`config.mk`:
```
export PLATFORM = sky130hd
export DESIGN_NAME = uart_file_xfer
export DESIGN_NICKNAME = d
export VERILOG_FILES = /design/src/rtl/uart_file_xfer.sv
export SDC_FILE = /design/constraint.sdc
export NUM_CORES = 1
export LEC_CHECK = 0
export ABC_AREA = 0
export BUFFER_PORTS_ARGS = -buffer_cell sky130_fd_sc_hd__buf_2
export CAP_MARGIN = 40
export CORE_MARGIN = 1.5
export CORE_UTILIZATION = 61
export CTS_BUF_LIST = sky130_fd_sc_hd__clkbuf_8 sky130_fd_sc_hd__clkbuf_16
export DETAILED_ROUTE_END_ITERATION = 8
export GPL_ROUTABILITY_DRIVEN = 0
export PLACE_DENSITY = 0.9
export SETUP_SLACK_MARGIN = 0.1
export SYNTH_ARGS = -nofsm -noshare
export SYNTH_HDL_FRONTEND = slang
export SYNTH_SLANG_ARGS = --single-unit
```
`constraint.sdc`:
```
create_clock -name clk -period 5.6 [get_ports clk]
set_input_delay 0.84 -clock clk [delete_from_list [all_inputs] [get_ports clk]]
set_output_delay 0.84 -clock clk [all_outputs]
set_load 0.005 [all_outputs]
```
`src/rtl/uart_file_xfer.sv`:
```
// uart_file_xfer: host-file transfer engine (header, index, then rx->RAM or RAM->tx); optional macro CHECKSUM_EN adds a modulo-256 data checksum byte
module uart_file_xfer #(
  parameter int ADDR_W = 12,
  parameter int LEN_W = 12,
  parameter int IDX_BYTES = 2,
  parameter int TIMEOUT_CYC = 1_000_000,
  parameter logic [7:0] HDR_RD = 8'd82,
  parameter logic [7:0] HDR_WR = 8'd87
) (
  input  logic clk,
  input  logic reset,
  input  logic cmd_start,
  input  logic cmd_write,
  input  logic [IDX_BYTES*8-1:0] cmd_index,
  input  logic [ADDR_W-1:0] cmd_base,
  input  logic [LEN_W-1:0] cmd_len,
  output logic busy,
  output logic done,
  output logic err,
  output logic [7:0] tx_data,
  output logic tx_en,
  input  logic tx_busy,
  input  logic [7:0] rx_data,
  input  logic rx_rdy,
  output logic [ADDR_W-1:0] mem_addr,
  output logic [7:0] mem_wdata,
  output logic mem_we,
  input  logic [7:0] mem_rdata
);
  localparam int TW = $clog2(TIMEOUT_CYC + 1);
  typedef enum logic [3:0] {
    IDLE, HDR, IDX, RD, RD_CK, WR_FETCH, WR_LAT, WR_SEND, WR_CK, TXGAP, TXWAIT, DONE
  } state_t;
`ifdef CHECKSUM_EN
  localparam state_t RD_END = RD_CK;
  localparam state_t WR_END = WR_CK;
  logic [7:0] sum;
`else
  localparam state_t RD_END = DONE;
  localparam state_t WR_END = DONE;
`endif
  state_t state, nxt;
  logic wr;
  logic [IDX_BYTES*8-1:0] idx_sr;
  logic [ADDR_W-1:0] base;
  logic [LEN_W-1:0] len, cnt, cnt_inc;
  logic [TW-1:0] tmo;
  logic tmo_hit;
  assign cnt_inc = cnt + LEN_W'(1);
  assign tmo_hit = tmo == TW'(TIMEOUT_CYC - 1);
  // Transfer sequencer; every transmitted byte goes out via TXGAP/TXWAIT and resumes at nxt
  always_ff @(posedge clk) begin
    if (!reset) begin
      state <= IDLE;
      nxt <= IDLE;
      busy <= 1'b0;
      done <= 1'b0;
      err <= 1'b0;
      tx_en <= 1'b0;
      tx_data <= '0;
      mem_we <= 1'b0;
      mem_addr <= '0;
      mem_wdata <= '0;
      wr <= 1'b0;
      idx_sr <= '0;
      base <= '0;
      len <= '0;
      cnt <= '0;
      tmo <= '0;
`ifdef CHECKSUM_EN
      sum <= '0;
`endif
    end else begin
      done <= 1'b0;
      tx_en <= 1'b0;
      mem_we <= 1'b0;
      case (state)
        IDLE: if (cmd_start) begin
          wr <= cmd_write;
          idx_sr <= cmd_index;
          base <= cmd_base;
          len <= cmd_len;
          cnt <= '0;
          tmo <= '0;
          err <= 1'b0;
          busy <= 1'b1;
`ifdef CHECKSUM_EN
          sum <= '0;
`endif
          state <= HDR;
        end
        HDR: if (!tx_busy) begin
          tx_data <= wr ? HDR_WR : HDR_RD;
          tx_en <= 1'b1;
          nxt <= IDX;
          state <= TXGAP;
        end
        IDX: if (!tx_busy) begin
          tx_data <= idx_sr[7:0];
          tx_en <= 1'b1;
          idx_sr <= idx_sr >> 8;
          cnt <= (cnt_inc == LEN_W'(IDX_BYTES)) ? '0 : cnt_inc;
          nxt <= (cnt_inc != LEN_W'(IDX_BYTES)) ? IDX : (len == '0) ? DONE : wr ? WR_FETCH : RD;
          state <= TXGAP;
        end
        RD: if (rx_rdy) begin
          mem_addr <= base + ADDR_W'(cnt);
          mem_wdata <= rx_data;
          mem_we <= 1'b1;
          cnt <= cnt_inc;
          tmo <= '0;
`ifdef CHECKSUM_EN
          sum <= sum + rx_data;
`endif
          state <= (cnt_inc == len) ? RD_END : RD;
        end else if (tmo_hit) begin
          err <= 1'b1;
          state <= DONE;
        end else begin
          tmo <= tmo + TW'(1);
        end
`ifdef CHECKSUM_EN
        RD_CK: if (rx_rdy) begin
          err <= rx_data != sum;
          state <= DONE;
        end else if (tmo_hit) begin
          err <= 1'b1;
          state <= DONE;
        end else begin
          tmo <= tmo + TW'(1);
        end
        WR_CK: if (!tx_busy) begin
          tx_data <= sum;
          tx_en <= 1'b1;
          nxt <= DONE;
          state <= TXGAP;
        end
`endif
        WR_FETCH: begin
          mem_addr <= base + ADDR_W'(cnt);
          state <= WR_LAT;
        end
        WR_LAT: state <= WR_SEND;
        WR_SEND: if (!tx_busy) begin
          tx_data <= mem_rdata;
          tx_en <= 1'b1;
          cnt <= cnt_inc;
`ifdef CHECKSUM_EN
          sum <= sum + mem_rdata;
`endif
          nxt <= (cnt_inc < len) ? WR_FETCH : WR_END;
          state <= TXGAP;
        end
        TXGAP: state <= TXWAIT;
        TXWAIT: if (!tx_busy) state <= nxt;
        DONE: begin
          done <= 1'b1;
          busy <= 1'b0;
          state <= IDLE;
        end
        default: state <= IDLE;
      endcase
    end
  end
endmodule
```
* Word-level counts from Yosys, hierarchy flattened
Cells that the tools add are included.
** Operators by class
- $add $sub $neg :: 3
- Order comparisons :: 1
- Eq/ne operators :: 24
- Mux-type cells :: 44
- Reduce and logical (&&, ||, !) cells :: 21
** Operators by type and width (number)
- $mux 12 :: 6
- $mux 20 :: 3
- $mux 4 :: 12
- $pmux 12 s4 :: 1
- $pmux 20 s2 :: 1
- $mux 16 :: 2
- $pmux 16 s2 :: 1
- $pmux 4 s7 :: 1
- $mux 8 :: 3
- $pmux 12 s2 :: 1
- $pmux 8 s3 :: 1
- $add 20x1->20 const B :: 1
- $eq 20x20->1 const B :: 1
- $ne 2x2->1 const B :: 9
- $add 12x1->12 const B :: 1
- $add 12x12->12 :: 1
- $eq 12x12->1 :: 1
- $eq 12x2->1 const B :: 1
- $eq 4x3->1 const B :: 3
- $eq 4x4->1 const B :: 3
- $logic_not 12->1 :: 1
- $lt 12x12->1 :: 1
- $ne 12x2->1 const B :: 1
- $pmux 4 s3 :: 1
- 15 further kinds :: 36
** Word-level totals
- Register bits after elaboration :: 114
- Bits of input ports :: 62
- Output and inout port bits :: 33
- Logic and storage cells :: 109

* Logic depth before layout (Yosys ltp)
- Depth after elaboration :: 5
- Depth in mapped cells :: 12
- Depth with buffers taken out :: 12

* Least setup slack after synthesis
No wires, ideal clock.
- Path type :: register to register
- Start :: register cnt[0]
- End :: register nxt[2]
- Library setup time :: 59 ps
- Data arrival time :: 2543 ps
- Data required time :: 5541 ps
- Path slack :: 2998 ps
- Cell stages (with the launch flop) :: 13
- Path buffers :: 0
- Clock period less this slack :: 2602 ps
- Cell sequence :: dfxtp_1 ha_1 nand4_4 or2_2 xnor2_1 ha_1 a21o_1 a21oi_1 o31ai_1 a31oi_1 o21ai_1 o221ai_1 o211a_1
** Between the ends
- Longest elaborated chain between the ends :: 5
- Elaborated cells between the ends (all ways) :: 8
- Those cells by class :: add/sub (1); order compare (1); eq/ne (1); mux (5)
** Ends and longest elaborated chain
- start, declared :: line 46 : logic [LEN_W-1:0] len, cnt, cnt_inc;
- start signal, assigned :: line 102 : cnt <= (cnt_inc == LEN_W'(IDX_BYTES)) ? '0 : cnt_inc;
- start signal, assigned :: line 110 : cnt <= cnt_inc;
- start signal, assigned :: line 147 : cnt <= cnt_inc;
- $add 12x1->12 (*) :: line 49 : assign cnt_inc = cnt + LEN_W'(1);
- $lt 12x12->1 or $ne 12x2->1 (tied branches) :: line 151, 103
- $mux 4, on equally long branches :: line 151, 103
- $mux 4, on equally long branches :: line 144, 98
- $pmux 4 s3 (*) :: line 77 : case (state)
- end signal, assigned :: line 103 : nxt <= (cnt_inc != LEN_W'(IDX_BYTES)) ? IDX : (len == '0) ? DONE : wr ? WR_FETCH : RD;
- end signal, assigned :: line 151 : nxt <= (cnt_inc < len) ? WR_FETCH : WR_END;
- end, declared :: line 42 : state_t state, nxt;
Every way passes the cells marked *; elsewhere a longest branch is shown, timed or not. The select of a mux whose other input is x is not followed.
A chain may end at the register's enable or synchronous reset.

* Final worst setup path
- Start :: register state[1]
- End :: register cnt[10]
** Between the ends
- Longest elaborated chain between the ends :: 3
- Elaborated cells between the ends (all ways) :: 11
- Those cells by class :: eq/ne (7); mux (1); reduce/logical (3)
** Ends and longest elaborated chain
- start, declared :: line 42
- start signal, assigned :: line 115 : state <= (cnt_inc == len) ? RD_END : RD;
- start signal, assigned :: line 155 : TXWAIT: if (!tx_busy) state <= nxt;
- $eq 4x3->1 (tied with other cells) :: line 77
- $reduce_bool 4->1 (no source line) or $ne 2x2->1 (tied branches)
- $reduce_and 5->1 (no source line)
Several ways; a longest one is shown, not always the timed one.

==> results.toml <==
[run_status]
status = "complete, no violations"

[grt]
grt_pass1_vias = 5686
overflow = 0
grt_pass1_wl_mm = 26.2
antenna_found_initial = 0
grt_start_max_net_pins = 48
grtUsageTotal_pct = 32.2

[cells_and_area]
ff_latch_area_um2 = 2280
diodes = 0
fillers = 643
layout-drive-gt1-share_pct = 18.2
nets = 890
multi_input_area_um2 = 3350
syn_to_final_growth_pct = 18.9

[worst_setup_path]
worstPathRequired_ps = 6050
path_class = "reg -> reg"
path_buf_inv = 0
cp-end-kind = "register"
cp.arrival_ps = 3580
cpPeakStageDelay_ps = 830
path_common_cell = "a2111oi_4"
startpoint_type = "register"
cp_cell_sequence = "nand2_1, a2111oi_4, nor2b_1, a2111oi_4, o21ai_0, a22oi_1"
path_max_fanout = 18
critical-path-slowest-cell = "a2111oi_4"
cp_top_family = "compound AO/OA/AOI/OAI gates"

[floorplan]
die_h_um = 101
ios = 95
start_util_pct = 63.3
chipWidth_um = 101
core-area_um2 = 9330
rows = 35
die-area_um2 = 10300

[yosys]
synth_ff_type = "dfxtp_1"
synth_most_common_cell = "dfxtp_1"
async_flop_share_pct = 0
syn_nets = 808
ys_seq_area_share_pct = 38.7
ys_types = 62
synthCells = 720
syn-cell-area_um2 = 5900
synth_top_area_share_pct = 38.7
ys.warnings.count = 0
avgSynthCellArea_um2 = 8.20
synth_edf_count = 0
synth_top_area_cell = "dfxtp_1"
netlist_top_cells_count = "dfxtp_1 (114), nand2_1 (100), nor2_1 (91)"
ys_ff_latch = 114
synth.area.top_cells = "dfxtp_1 (39%), nand2_1 (6.4%), nor2_1 (5.8%)"

[route]
drc = 0
drtPass1Iterations = 6
route.vias.total = 5786
drtIter0Drc = 553
wirelength_mm = 15.8
ant_nets = 0
viasPerCell = 6.13
wl_per_cell_um = 16.7

[sta]
setup_tns_ps = 0
worst_slack_ps = 2470
tightest_slew_ps = 925
finalHoldViolations = 0
max_freq_ghz = 0.320
min_period_ps = 3130
rsz0062_at_grt = "false"
finalSetupViolations = 0
period_share_pct = 55.9
slew_headroom_pct = 38.2
drv_slew = 0
fin_skew_ps = 11.4

[placed_design]
dp_hpwl_mm = 10.4
dp_slack_ps = 2620
portBuffers = 94

[clock_network]
cts_tree = "yes"
clock_path_buffers = 2
path_clk_slew_ps = 60
cts-resized-gates = 0
cts_made_buffers = 17
root_buffer = "clkbuf_8"
postCtsHoldBufs = 0
cts_num_sinks = 114
htree_levels = 4
clkLatencyLatePin_ps = 530
cts_setup_buffers = 0

[flow_run]
cap_violations = 0

[power]
ir_drop_uv = 242
p_leak_nw = 2.98
powerDensity_nw_per_um2 = 332

[hold_path]
min_path_type = "reg -> reg"
## cell families (layout without fill, tap and decap cells)
kind of cell / count (synthesis) / in the layout / share of synthesized area (%)
AO/OA/AOI/OAI: 158 / 158 / 18.4
XOR/XNOR: 38 / 38 / 5.87
buffers and inverters: 69 / 164 / 4.60
flip-flops: 114 / 114 / 38.7
adder cells (fa/ha/maj): 26 / 26 / 5.64
multiplexers: 15 / 15 / 2.54
AND/OR/NAND/NOR: 300 / 300 / 24.3
## worst paths after layout
check	startpoint	end	slack (ps)	depth (start not counted)
setup / recovery	state[1]	cnt[10]	2470	6
hold / removal	base[10]	base[10]	460	2
setup reg to reg	state[1]	cnt[10]	2470	6
hold reg to reg	base[10]	base[10]	460	2
## worst register-to-register path: cells and delay by family (launching register included)
family,cells,cell delay [ps]
AOI/OAI and AO/OA,4,1820
DFF,1,730
and+or+nand+nor,2,500
## routing by layer
layer,share of wire [%],track usage (%)
met1,40,37.6
met2,49,54.2
met3,8.4,8.70
met4,3.0,16.6
met5,0,0
## where the power goes
group | total [W] | switching, W | internal [W]
clock network | 0.00109 | 0.000438 | 0.000647
registers | 0.000912 | 0.0000490 | 0.000863
logic | 0.000335 | 0.000206 | 0.000129
## flip-flops by register name, indices dropped and copies added, names as in the netlist, 4 cells and up
signal / count
base: 12
tx_data: 8
len: 12
cnt: 12
state: 4
idx_sr: 16
tmo: 20
mem_wdata: 8
mem_addr: 12
nxt: 4
## per-stage QoR
step	instance area (µm²)	cells	power [W]	hold slack, ps	utilization, %
after floorplan	5900	720	0.00115	437	-
after global placement	6410	910	0.00123	454	68.8
after detailed placement	6420	911	0.00125	455	68.9
after CTS	7010	943	0.00232	464	75.2
after global routing	7020	944	0.00242	490	75.2
final	7020	944	0.00233	464	75.2
## placed cells by master (no fill, tap or decap), types with 8 or more instances in the layout
master	n
nand2_1	100
a21oi_1	46
inv_1	33
nor3_1	17
dfxtp_1	114
nand4_1	9
clkbuf_16	16
a211oi_1	8
ha_1	25
a311oi_1	8
a22oi_1	19
nor2_1	91
xnor2_1	23
buf_2	94
o21ai_0	25
nor4_1	11
mux2i_1	15
xor2_1	14
nand3_1	25
## layout make-up
type | count | share of cell area, %
well taps | 129 | 2.30
clock buffers | 17 | 5.90
multi-input cells | 537 | 47.8
repair buffers | 99 | 7.24
inverters | 33 | 1.77
clock inverters | 15 | 2.48
flip-flops and latches | 114 | 32.5
(Power assumes the default switching activity.)
